===== config.mk =====
export PLATFORM = sky130hd
export DESIGN_NAME = t2mi_ts_extractor
export DESIGN_NICKNAME = d
export VERILOG_FILES = /design/src/rtl/t2mi_ts_extractor.sv
export SDC_FILE = /design/constraint.sdc
export NUM_CORES = 1
export LEC_CHECK = 0
export ABC_AREA = 1
export CAP_MARGIN = 15
export CORE_ASPECT_RATIO = 0.8
export CORE_MARGIN = 2
export CORE_UTILIZATION = 35
export DETAILED_ROUTE_END_ITERATION = 10
export PLACE_DENSITY_LB_ADDON = 0.3
export SETUP_SLACK_MARGIN = 0.02
export SLEW_MARGIN = 20
export SYNTH_ARGS = -nofsm -noshare
export SYNTH_HDL_FRONTEND = slang
export SYNTH_SLANG_ARGS = --single-unit

===== constraint.sdc =====
create_clock -name CLK -period 2.32 [get_ports CLK]
set_clock_uncertainty 0.1 [all_clocks]
set_input_delay 0.348 -clock CLK [delete_from_list [all_inputs] [get_ports CLK]]
set_output_delay 0.348 -clock CLK [all_outputs]
set_load 0.05 [all_outputs]

===== src/rtl/t2mi_ts_extractor.sv =====
// T2-MI extractor: filters a 188-byte TS stream on t2mi_pid, strips header,
// adaptation field and pointer, checks continuity and emits the T2-MI bytes.
module t2mi_ts_extractor #(
  parameter logic [7:0]  SYNC_BYTE = 8'h47,
  parameter int unsigned TS_LEN    = 188
) (
  input  logic        CLK,
  input  logic        RST,
  input  logic [7:0]  DATA_IN,
  input  logic        ENA_IN,
  input  logic        PSYNC_IN,
  input  logic [12:0] t2mi_pid,
  output logic [7:0]  DATA_OUT,
  output logic        ENA_OUT,
  output logic        START_OUT,
  output logic        CC_ERR,
  output logic        SYNC_ERR,
  output logic [3:0]  state_mon
);

  typedef enum logic [3:0] {
    WAIT_SYNC = 4'd0,
    HDR       = 4'd1,
    AF_LEN    = 4'd2,
    AF_SKIP   = 4'd3,
    POINTER   = 4'd4,
    PAYLOAD   = 4'd5,
    SKIP      = 4'd6
  } state_t;

  localparam logic [7:0] LAST_POS = 8'(TS_LEN - 1);
  // Largest adaptation field that still leaves one payload byte.
  localparam logic [7:0] AF_MAX   = 8'(TS_LEN - 6);

  state_t      state, next_state;
  logic [7:0]  pos;
  logic        tei, pusi, pid_match;
  logic [4:0]  pid_hi;
  logic [1:0]  afc;
  logic [3:0]  last_cc;
  logic        cc_valid, locked, expect_sync;
  logic [7:0]  af_cnt, ptr, off;
  logic [7:0]  remain;
  logic        last_byte;
  logic        emit, emit_start, cc_check, cc_bad, sync_bad;

  assign remain    = LAST_POS - pos;
  assign last_byte = (pos == LAST_POS);
  assign state_mon = state;

  always_ff @(posedge CLK or negedge RST) begin
    if (!RST) state <= WAIT_SYNC;
    else      state <= next_state;
  end

  always_comb begin
    next_state = state;
    if (ENA_IN) begin
      if (PSYNC_IN) begin
        next_state = (DATA_IN == SYNC_BYTE) ? HDR : WAIT_SYNC;
      end else if (state != WAIT_SYNC) begin
        case (state)
          HDR: begin
            if (pos == 8'd3) begin
              if (!pid_match || tei || DATA_IN[7:6] != 2'b00 || DATA_IN[5:4] == 2'b00)
                next_state = SKIP;
              else if (DATA_IN[5])
                next_state = AF_LEN;
              else
                next_state = pusi ? POINTER : PAYLOAD;
            end
          end
          AF_LEN: begin
            if ((afc == 2'b11 && DATA_IN > AF_MAX) || afc == 2'b10)
              next_state = SKIP;
            else if (DATA_IN == 8'd0)
              next_state = pusi ? POINTER : PAYLOAD;
            else
              next_state = AF_SKIP;
          end
          AF_SKIP: if (af_cnt == 8'd1) next_state = pusi ? POINTER : PAYLOAD;
          POINTER: next_state = (DATA_IN >= remain) ? SKIP : PAYLOAD;
          default: next_state = state;
        endcase
        // Whatever the state, the packet ends on its last byte.
        if (last_byte) next_state = WAIT_SYNC;
      end
    end
  end

  always_comb begin
    emit       = 1'b0;
    emit_start = 1'b0;
    cc_check   = 1'b0;
    cc_bad     = 1'b0;
    sync_bad   = 1'b0;
    if (ENA_IN) begin
      if (PSYNC_IN) begin
        sync_bad = (DATA_IN != SYNC_BYTE) || (state != WAIT_SYNC);
      end else if (state == WAIT_SYNC) begin
        sync_bad = expect_sync;
      end else begin
        if (state == HDR && pos == 8'd3) begin
          cc_check = pid_match && DATA_IN[4] && !tei;
          cc_bad   = cc_check && cc_valid && (DATA_IN[3:0] != last_cc + 4'd1);
        end
        if (state == PAYLOAD) begin
          emit_start = pusi && (off == ptr);
          emit       = locked || (pusi && off >= ptr);
        end
      end
    end
  end

  always_ff @(posedge CLK or negedge RST) begin
    if (!RST) begin
      DATA_OUT    <= '0;
      ENA_OUT     <= 1'b0;
      START_OUT   <= 1'b0;
      CC_ERR      <= 1'b0;
      SYNC_ERR    <= 1'b0;
      pos         <= '0;
      tei         <= 1'b0;
      pusi        <= 1'b0;
      pid_hi      <= '0;
      pid_match   <= 1'b0;
      afc         <= '0;
      last_cc     <= '0;
      cc_valid    <= 1'b0;
      locked      <= 1'b0;
      expect_sync <= 1'b0;
      af_cnt      <= '0;
      ptr         <= '0;
      off         <= '0;
    end else begin
      ENA_OUT   <= emit;
      START_OUT <= emit_start;
      CC_ERR    <= cc_bad;
      SYNC_ERR  <= sync_bad;
      if (emit) DATA_OUT <= DATA_IN;
      if (ENA_IN) begin
        if (PSYNC_IN) begin
          pos         <= (DATA_IN == SYNC_BYTE) ? 8'd1 : 8'd0;
          expect_sync <= 1'b0;
          if (sync_bad) locked <= 1'b0;
        end else if (state == WAIT_SYNC) begin
          expect_sync <= 1'b0;
        end else begin
          pos         <= last_byte ? 8'd0 : pos + 8'd1;
          expect_sync <= last_byte;
          case (state)
            HDR: begin
              case (pos)
                8'd1: begin
                  tei    <= DATA_IN[7];
                  pusi   <= DATA_IN[6];
                  pid_hi <= DATA_IN[4:0];
                end
                8'd2: pid_match <= ({pid_hi, DATA_IN} == t2mi_pid);
                8'd3: begin
                  afc <= DATA_IN[5:4];
                  if (tei) locked <= 1'b0;
                  if (cc_check) begin
                    cc_valid <= 1'b1;
                    last_cc  <= DATA_IN[3:0];
                  end
                  if (cc_bad) locked <= 1'b0;
                end
                default: ;
              endcase
            end
            AF_LEN: begin
              af_cnt <= DATA_IN;
              if (afc == 2'b11 && DATA_IN > AF_MAX) locked <= 1'b0;
            end
            AF_SKIP: af_cnt <= af_cnt - 8'd1;
            POINTER: begin
              ptr <= DATA_IN;
              off <= '0;
              if (DATA_IN >= remain) locked <= 1'b0;
            end
            PAYLOAD: begin
              off <= off + 8'd1;
              if (emit_start) locked <= 1'b1;
            end
            default: ;
          endcase
        end
      end
    end
  end

endmodule


==> impl_metrics.yaml <==
synth:
  syn_avg_cell_area_um2: 7.57
  synth_top_area_frac: 0.392
  syn-num-nets: 591
  synth_cell_type_count: 41
  yosys_warnings: 0
  synth-async-reset-ratio: 1.00
  synth_area_leaders: "dfrtp_1 39%, nand2_1 11%, ha_1 8.0%"
  ys_seq_area_frac: 0.392
  synthMuxAreaShare: 0
  synth_xor_xnor_area_share: 0.0536
  synth_flop_cell: "dfrtp_1"
  synthSimpleGateAreaFrac: 0.264
  synth-compound-area-share: 0.119
  netlist_area_um2: 4090
  synth_edf_count: 0
  synth_seq_cells: 64
  synth_top_family_by_area: "simple AND/OR/NAND/NOR gates"
  synth_adder_area_share: 0.0796
  yosysTopAreaCell: "dfrtp_1"
  syn_inst: 540
worst_setup_path:
  reg2reg_from: "pos[4]"
  arrival_ns: 1.73
  crit_path_start_kind: "flop"
  crit_start: "state_mon[1]"
  r2r_cells: 15
  timing.rr.end: "locked"
  cpMaxStageDelayCell: "clkdlybuf4s50_1"
  cp.depth: 1
  crit_family: "buffers and inverters"
  path_class: "flop to output port"
  cp_num_buf_inv: 1
  max_stage_delay_ns: 0.88
  path_max_fanout: 7
  endpoint_kind: "output port"
  cp.required_ns: 1.87
  rrSetupSlack_ns: 0.27
  worstPathCellList: "clkdlybuf4s50_1"
  worstSetupEndpoint: "state_mon[1]"
clock_network:
  cts_tree: "yes"
  cts.sinks: 64
  cts_buffers: 9
  cts_root_buffer: "clkbuf_16"
  post_cts_buffers: 0
  path_clk_slew_ns: 0.06
  cts_buffer_depth: 2
  worstSkewPairLatency_ns: 0.34
  htreeDepth: 3
timing:
  fin_ws_ns: 0.145
  hold_violations: 0
  rsz0062_at_grt: "false"
  slew_headroom: 0.660
  finalSetupViolations: 0
  tns_ns: 0
  max_freq_mhz: 460
  tightestPinTransition_ns: 0.509
  fin_crit_ns: 2.17
  fin_crit_sh: 0.937
  drv_slew: 0
global_route:
  grt_pass1_wl_um: 18000
  gr-total-overflow: 0
  grt_max_degree: 47
  antenna_found_initial: 0
  track_usage: 0.183
  grt_pass1_vias: 3572
floorplan:
  fp.dieH_um: 101
  start_util: 0.357
  coreArea_um2: 11400
  num_rows: 35
  fp.dieW_um: 125
  io-pin-count: 41
  die_area_um2: 12600
finish:
  fillCellCount: 1117
  regArea_um2: 1600
  multiInputGateArea_um2: 2130
  area_delta_synth_final_pct: 25.9
  nets: 653
  layout-drive-gt1-share: 0.115
  antenna-diode-count: 0
routing:
  drt_iter0_markers: 243
  wl_per_cell_um: 14.3
  vias_per_cell: 4.87
  ant_nets: 0
  wl_um: 10800
  drt-pass1-iter-count: 5
  drc: 0
  dr_total_vias: 3680
pwr:
  power_leakage_nw: 2.53
  vdd.ir_drop.worst_mv: 0.366
  power_density_nw_per_um2: 1060
placed_design:
  hpwl_um: 8400
  gp_congestion: 0.868
  port_buffers: 39
  pre_cts_slack_ns: 0.105
run_status:
  status: "finished clean"
min_path:
  hold_class: "flop to flop"
flow_run:
  drv_cap: 0
[cell usage after synthesis (all sizes together), types with 3 or more instances]
library cell,n
xor2,16
xnor2,9
buf,9
ha,26
nand3,26
or2,3
nor3,9
nand4,10
a21oi,23
o21ai,49
nor2,62
inv,79
nand2,131
dfrtp,64
[layout make-up]
| type | instances | area share |
|---|---|---|
| clock inverters | 5 | 0.0199 |
| flip-flops and latches | 64 | 0.311 |
| repair buffers | 61 | 0.110 |
| multi-input cells | 386 | 0.414 |
| inverters | 80 | 0.0596 |
| well taps | 148 | 0.0360 |
| clock buffers | 11 | 0.0491 |
[where the power goes]
part	switching, mW	internal, mW
clock	0.511	1.11
sequential	0.294	1.47
combinational	1.32	0.765
[registers in the layout (all words and copies together), names as in the netlist]
signal / flops
off: 8
cc_valid: 1
pusi: 1
ENA_OUT: 1
last_cc: 4
DATA_OUT: 8
afc: 2
ptr: 8
af_cnt: 8
tei: 1
pid_hi: 5
START_OUT: 1
expect_sync: 1
pos: 8
SYNC_ERR: 1
state_mon: 3
locked: 1
pid_match: 1
CC_ERR: 1
[metal layers]
layer / part of all wire / GRT usage / vias to the layer above
li1: - / - / 1855
met1: 0.48 / 0.250 / 1718
met2: 0.45 / 0.293 / 90
met3: 0.053 / 0.0382 / 17
met4: 0.016 / 0.0570 / 0
met5: 0 / 0 / -
[logic make-up (layout without fill, tap and decap cells)]
family / after synthesis / after routing
adders and majority gates: 26 / 26
AOI/OAI and AO/OA: 88 / 88
xor gates and xnor gates: 25 / 25
DFF: 64 / 64
buffers and inverters: 90 / 157
other: 1 / 1
and+or+nand+nor: 246 / 246
[timing repair]
action	CTS	global route
hold endpoints to repair	18	0
hold buffers	1	0
gates resized for setup	0	4
endpoints found under the setup margin	0	3
[worst min-delay path by stage]
stage | to | startpoint | slack [ns] | cells past startpoint
floorplan | CC_ERR | RST | -0.05 | 0
global placement | off[4] | RST | 0.23 | 1
detailed placement | off[3] | RST | 0.25 | 1
CTS | locked | locked | 0.39 | 2
global route | DATA_OUT[0] | DATA_OUT[0] | 0.41 | 2
finish | DATA_OUT[0] | DATA_OUT[0] | 0.39 | 2
[metrics by stage]
step	instance area, µm²	power (mW)	hold slack [ns]	std cells	util
floorplan	4090	3.22	-0.0476	540	-
global placement	4760	3.79	0.228	738	0.417
detailed placement	4760	3.83	0.245	738	0.417
CTS	5130	5.47	0.389	755	0.449
global route	5140	5.88	0.412	755	0.450
finish	5140	5.47	0.386	755	0.450
[cells in the final DEF, fill, tap and decap left out, types with 3 or more instances in the layout]
cell / instances
inv_2: 5
ha_1: 25
xor2_1: 15
o21ai_0: 46
bufinv_16: 3
nor2_1: 52
nand2_1: 123
xnor2_1: 9
dfrtp_1: 64
inv_1: 73
a21oi_1: 22
buf_4: 20
nand2_2: 8
o21ai_1: 3
nand4_1: 10
nor2_2: 6
clkbuf_16: 9
nand3_1: 26
nor3_1: 8
or2_2: 3
nor2_4: 4
clkdlybuf4s50_1: 38
No activity file was read; power rests on OpenSTA's default activity.
